===== src/rtl/f51m_vector_sequencer.sv =====
// f51m_vector_sequencer: drives the f51m core from a stream or a 0..255 sweep, captures results into a FIFO.
// Optional MISR signature over captured results when F51M_SEQ_MISR_EN is defined.
module f51m_vector_sequencer #(
  parameter int SETTLE_CYCLES = 1,
  parameter int FIFO_DEPTH = 4
) (
  input  logic        clk,
  input  logic        rst_n,
  input  logic        in_valid,
  output logic        in_ready,
  input  logic [7:0]  in_data,
  input  logic        sweep_start,
  output logic [7:0]  core_in,
  input  logic [7:0]  core_out,
  output logic        out_valid,
  input  logic        out_ready,
  output logic [15:0] out_data,
  output logic        busy,
  output logic        sweep_done,
  output logic [7:0]  signature
);
  localparam int AW = $clog2(FIFO_DEPTH);
  localparam logic [1:0] IDLE = 2'd0, SETTLE = 2'd1, PUSH = 2'd2;
  logic [1:0] state;
  logic [3:0] cnt;
  logic sweep, full, pop, wr, start, acc;
  logic [15:0] mem [FIFO_DEPTH];
  logic [AW-1:0] wptr, rptr;
  logic [AW:0] count;
  assign full = count == (AW+1)'(FIFO_DEPTH);
  assign out_valid = count != '0;
  assign pop = out_valid && out_ready;
  assign wr = state == PUSH && (!full || pop);
  assign in_ready = rst_n && state == IDLE;
  assign start = state == IDLE && sweep_start;
  assign acc = state == IDLE && !sweep_start && in_valid;
  assign out_data = out_valid ? mem[rptr] : '0;
  assign busy = state != IDLE;
  always_ff @(posedge clk or negedge rst_n)
    if (!rst_n) begin
      state <= IDLE;
      cnt <= '0;
      sweep <= 1'b0;
      core_in <= '0;
      sweep_done <= 1'b0;
    end else begin
      sweep_done <= wr && sweep && core_in == 8'hFF;
      case (state)
        IDLE: if (start || acc) begin
          core_in <= start ? 8'h00 : in_data;
          sweep <= start;
          cnt <= 4'(SETTLE_CYCLES - 1);
          state <= SETTLE;
        end
        SETTLE: begin
          cnt <= cnt == '0 ? cnt : cnt - 4'd1;
          state <= cnt == '0 ? PUSH : SETTLE;
        end
        PUSH: if (wr) begin
          if (sweep && core_in != 8'hFF) begin
            core_in <= core_in + 8'd1;
            cnt <= 4'(SETTLE_CYCLES - 1);
            state <= SETTLE;
          end else begin
            sweep <= 1'b0;
            state <= IDLE;
          end
        end
        default: state <= IDLE;
      endcase
    end
  // Pointers wrap naturally because FIFO_DEPTH is a power of two
  always_ff @(posedge clk or negedge rst_n)
    if (!rst_n) begin
      wptr <= '0;
      rptr <= '0;
      count <= '0;
    end else begin
      wptr <= wr ? wptr + AW'(1) : wptr;
      rptr <= pop ? rptr + AW'(1) : rptr;
      count <= count + (AW+1)'(wr) - (AW+1)'(pop);
    end
  always_ff @(posedge clk)
    if (wr) mem[wptr] <= {core_in, core_out};
`ifdef F51M_SEQ_MISR_EN
  logic [7:0] sig;
  always_ff @(posedge clk or negedge rst_n)
    if (!rst_n) sig <= '0;
    else if (start) sig <= '0;
    else if (wr) sig <= {sig[6:0], sig[7] ^ sig[5] ^ sig[4] ^ sig[3]} ^ core_out;
  assign signature = sig;
`else
  assign signature = 8'h00;
`endif
endmodule


===== config.mk =====
export PLATFORM = sky130hd
export DESIGN_NAME = f51m_vector_sequencer
export DESIGN_NICKNAME = d
export VERILOG_FILES = /design/src/rtl/f51m_vector_sequencer.sv
export SDC_FILE = /design/constraint.sdc
export NUM_CORES = 1
export LEC_CHECK = 0
export BUFFER_PORTS_ARGS = -buffer_cell sky130_fd_sc_hd__buf_2
export CELL_PAD_IN_SITES_DETAIL_PLACEMENT = 1
export CELL_PAD_IN_SITES_GLOBAL_PLACEMENT = 2
export CORE_MARGIN = 4
export CORE_UTILIZATION = 36
export CTS_CLUSTER_SIZE = 10
export DETAILED_ROUTE_END_ITERATION = 12
export PLACE_DENSITY = 0.76
export SYNTH_ARGS = -nofsm -noshare
export SYNTH_HDL_FRONTEND = slang
export SYNTH_SLANG_ARGS = --single-unit

===== constraint.sdc =====
create_clock -name clk -period 2.3 [get_ports clk]
set_input_delay 0.115 -clock clk [delete_from_list [all_inputs] [get_ports clk]]
set_output_delay 0.115 -clock clk [all_outputs]
set_load 0.03 [all_outputs]

After elaboration in Yosys (flattened, before gate mapping)
Memories as Yosys holds them, arrays and structs flattened.
Index checks and enable logic that the tools add are counted.
{ "totals": {"reg_bits": 23, "ram_bits": 64, "input_bits": 21, "out_inout_bits": 36, "word_cells": 70, "n_memories": 1} }
{ "classes": {"add_sub_neg": 6, "eq_ne": 10, "n_mux": 22, "n_reduce_logical": 23} }
{ "memory_table": {"columns": ["memory", "depth", "word_bits", "rd", "rd_ports_with_merged_regs", "write_ports", "line_no", "source"], "rows": [
  ["mem", 4, 16, 1, 0, 1, "27", "logic [15:0] mem [FIFO_DEPTH];"]
]} }
{ "ops": {"columns": ["op", "count"], "rows": [
  ["8-bit two-way mux", 4],
  ["16-bit two-way mux", 1],
  ["4-bit two-way mux", 4],
  ["8-bit one-hot mux with 2 select lines", 1],
  ["4-bit one-hot mux with 3 select lines", 1],
  ["1-bit logical AND", 9],
  ["8-bit by 1-bit adder with 8-bit output (second input constant)", 1],
  ["8-bit equality test (second input constant)", 1],
  ["8-bit inequality test (second input constant)", 1],
  ["4-bit AND reduction", 2],
  ["1-bit two-way mux", 6],
  ["2-bit two-way mux", 3],
  ["2-bit inequality test (second input constant)", 3],
  ["2-bit one-hot mux with 3 select lines", 1],
  ["3-bit nonzero test", 2],
  ["5-bit AND reduction", 1],
  ["2-bit by 1-bit adder with 2-bit output (second input constant)", 2],
  ["4-bit zero test", 1],
  ["2-bit by 1-bit inequality test with 1-bit output (second input constant)", 2],
  ["2-bit nonzero test", 2],
  ["4-bit by 1-bit subtractor with 4-bit output (second input constant)", 1],
  ["3-bit by 1-bit adder with 3-bit output", 1],
  ["3-bit equality test (second input constant)", 1],
  ["3-bit by 1-bit subtractor with 3-bit output", 1],
  ["other kinds (7)", 9]
]} }

Depth between registers and ports, before layout
{ "depth": {"ltp_word": 6, "mapped_depth": 9, "ltp_nobuf": 8} }

Worst setup path after synthesis
Ideal clock, no wire load.
{ "synth_timing": {"kind": "flip-flop to flip-flop", "from": "reg count[2]", "to": "reg count[2]", "setup_ns": 0.123, "t_arrival_ns": 2.290, "t_required_ns": 2.177, "path_slack_ns": -0.112, "stages_incl_launch_ff": 10, "path_buffers": 1, "synth_period_minus_slack_ns": 2.412, "path_cell_list": "dfrtp_1 > or3_2 > clkbuf_1 > and2_1 > ha_1 > inv_1 > ha_1 > fa_1 > xor2_1 > xnor2_1"} }
{ "synth_between": {"elab_chain_cells": 6, "word_cells_on_any_way": 8, "cone_classes": "add/sub (2); eq/ne (1); reduce/logical (5)"} }
{ "synth_rtl": {"columns": ["item", "line_no", "source"], "rows": [
  ["start, declared", "29", "logic [AW:0] count;"],
  ["start signal, assigned", "81", "count <= count + (AW+1)'(wr) - (AW+1)'(pop);"],
  ["3-bit nonzero test *", "31", "assign out_valid = count != '0;"],
  ["1-bit logical AND *", "32", "assign pop = out_valid && out_ready;"],
  ["net pop", "26", "logic sweep, full, pop, wr, start, acc;"],
  ["1-bit logical OR", "33", "assign wr = state == PUSH && (!full || pop);"],
  ["1-bit logical AND", "33", null],
  ["3-bit by 1-bit adder with 3-bit output", "81", null],
  ["3-bit by 1-bit subtractor with 3-bit output *", "81", null]
]} }
The timed path passes the listed nets; every way through them passes the cells marked *.
A chain may end at the register's enable or synchronous reset.

Worst setup path in the final report
{ "layout_timing": {"from": "reg count[1]", "to": "reg count[2]"} }
Same word-level chain as after synthesis.

==> run metrics <==
status finished, final reports clean; Post-synth ARST share 26.44%; final setup violation count 0; CP cell instances or3_4 > and2_4 > ha_1 > inv_1 > ha_2 > fa_2 > xor2_1 > xnor2_1; flops & latches, synth 87; initial antenna violation count 0; vias per inst 4.966; EDFF count, synth 64; CP arrival 2450 ps; area leader, netlist edfxtp_1; Synth cell types 49; vias in the first global route 2503; via count 2304; Mean Syn Cell Area 15.28 sq um; Achievable Freq 451.5 MHz; HP Start core_out[6]; clock skew 11.43 ps; Hold Path Class primary input to flop; Max Cap Viol 0; setup ws final roughly 85 ps; clock buffer count from CTS 9; DRT iter0 DRCs between 100 and 150; WL final around 8000 microns; Routed Antenna Nets 0; CP Class flop to flop; input/output buffers 48; global-route wire length before repair 13130 microns; reg2reg end count[2]; Worst Hold End mem[1][6]; Congestion Overflow GR 0; clk root buf clkbuf_8; Final TNS setup 0 ps; fin nets 354; Pwr Density approximately 1300 nW/um^2; clk_lat worst skew 340 ps; First-pass DRT Iterations 4; Critical Path Source count[1]; Total Routing Usage GR 13.19%; CP peak stage delay 430 ps; sequential fraction of the synthesis area between 60% and 70%; Hold Path Stages 1; Ant. Diodes 0; core outline area 10370 sq um; CP Capture Type flop; Placer Congestion 0.7527; relative slew slack 56.93%; Mapped Cells ~250; Die Area 12460 sq um; Critical Path RT ~2500 ps; Synth top area share 49.72%; R2R Setup Slk 90 ps; period utilization 96.29%; Mapped Area slightly below 4000 sq um; worst path bufs/invs 1; layout cells sized above 1 between 30% and 40%; Layout area overhead 18.13%; Synth Warn # 0; fin area approximately 4600 sq um; top cells by area, synth edfxtp_1 50%, dfrtp_1 15%, mux4_2 9.3%, and2_1 3.1%, ha_1 2.9%; worst hold slack 22.19 ps; Crit path max-delay family adder cells; boundary pin count 57; cts repair resizes 0; Placement Setup Slack 76.12 ps; Top FF cell, synth edfxtp_1; post-DP HPWL 5601 microns; Die Y ~110 microns; wire per inst between 15 and 20 microns; clk slew on worst S/H paths roughly 90 ps; CP max FO 4; total power 5.855 mW; TritonCTS clock tree yes; drc violations 0; RSZ-0062 raised after global routing no; clock sink count 87; worst slew pin tran 644.7 ps; initial core utilization a little under two fifths; largest net degree at the start of global routing 25; CP Launch Type flop; Worst Reg-to-Reg Cells 8; dpl cell area 4290 sq um; Clock Path Buffers 2; critical path's slowest cell dfrtp_1; row count 37; fin crit period 2215 ps; Static Leakage around 1.8 nW; H-tree depth 3; Fin. Hold Viols 0; Die Wd 111.6 microns; maximum vdd drop 0.0006718 V; Slew Limit Fails 0; r2r startpoint count[1]
per-layer routing:
layer	global-route usage [%]	vias up	wire length [microns]
met3	2.174	5	295
met1	18.02	1166	3656
met2	21.95	50	3977
li1	-	1083	-
met4	3.650	0	57
met5	0	-	0
cells in the mapped netlist, types with 2 or more instances:
| cell type | n |
|---|---|
| buf_6 | 2 |
| and2_2 | 2 |
| nor2b_1 | 2 |
| a21oi_1 | 11 |
| edfxtp_1 | 64 |
| a22oi_1 | 3 |
| mux4_2 | 16 |
| buf_4 | 9 |
| a31oi_1 | 2 |
| nand2_1 | 6 |
| and3_2 | 4 |
| xnor2_1 | 3 |
| xor2_1 | 2 |
| a2bb2oi_1 | 2 |
| buf_2 | 3 |
| nand2b_1 | 3 |
| ha_1 | 9 |
| or3_1 | 2 |
| clkbuf_1 | 4 |
| inv_1 | 13 |
| dfrtp_1 | 23 |
| nor3_1 | 5 |
| o21ai_0 | 8 |
| a32o_1 | 2 |
| nand3_1 | 5 |
| o2bb2ai_1 | 3 |
| nor2_1 | 5 |
| and2_1 | 19 |
through the flow:
stage / util [%] / std cells
2_1_floorplan: - / 260
3_3_place_gp: 41.37 / 439
3_5_place_dp: 41.37 / 439
4_1_cts: 43.96 / 463
5_1_grt: 44.03 / 464
6_report: 44.03 / 464
area by class of cell:
cell class,count,area [sq um]
Clock buffer,10,137.6
Fill cell,1093,5804
Sequential cell,87,2497
Clock inverter,6,50.05
Timing Repair Buffer,70,425.4
Multi-Input combinational cell,142,1236
Tap cell,136,170.2
Inverter,13,48.80
sequential cells by signal, indices dropped and copies added, names as in the netlist:
register	cells
count	3
cnt	4
core_in	8
state	2
wptr	2
sweep_done	1
rptr	2
mem	64
sweep	1
worst max-delay path by stage:
stage                          end  slack (ps)  cells after the start
final                     count[2]          90                      8
after global routing      count[2]           1                      8
after CTS                 count[2]          60                      8
after detailed placement  count[2]          80                      8
after global placement    count[2]         130                      8
after floorplan           count[2]          50                      9
what timing repair did:
item / CTS / global route
endpoints found under the hold margin: 48 / 0
hold buffers: 8 / 0
setup buffers: 0 / 1
setup endpoints to repair: 0 / 1
report_power, final:
part           switching, mW  total (mW)  leakage, nW  internal (mW)
Combinational           1.56        2.60        0.812           1.05
Clock                  0.558       0.994       0.0899          0.436
Sequential             0.241        2.26        0.858           2.02
cells by family after synthesis:
group / count (synthesis) / share of synthesized area (%)
adders and majority gates: 10 / 3.432
AOI/OAI and AO/OA: 41 / 7.252
other: 1 / 0.09703
DFF: 87 / 64.62
and+or+nand+nor: 62 / 9.777
xor gates and xnor gates: 5 / 1.133
buffers and inverters: 31 / 4.370
muxes: 16 / 9.324
placed cells by master (no fill, tap or decap), types with 2 or more instances in the layout:
cell           Yosys  routed
a21oi_1           11      11
a22oi_1            3       3
a2bb2oi_1          2       2
a31oi_1            2       2
a32o_1             2       2
and2_1            19      18
and2_2             2       2
and3_2             4       4
buf_2              3      48
buf_4              9      14
clkbuf_8           0      10
clkinvlp_4         0       2
conb_1             1       8
dfrtp_1           23      23
dlygate4sd3_1      0       8
edfxtp_1          64      64
ha_1               9       8
inv_1             13      13
inv_6              0       3
mux4_2            16      16
nand2_1            6       6
nand2b_1           3       3
nand3_1            5       5
nor2_1             5       5
nor2b_1            2       2
nor3_1             5       5
o21ai_0            8       8
o2bb2ai_1          3       3
or3_1              2       2
xnor2_1            3       3
xor2_1             2       2
(Power assumes the default switching activity.)
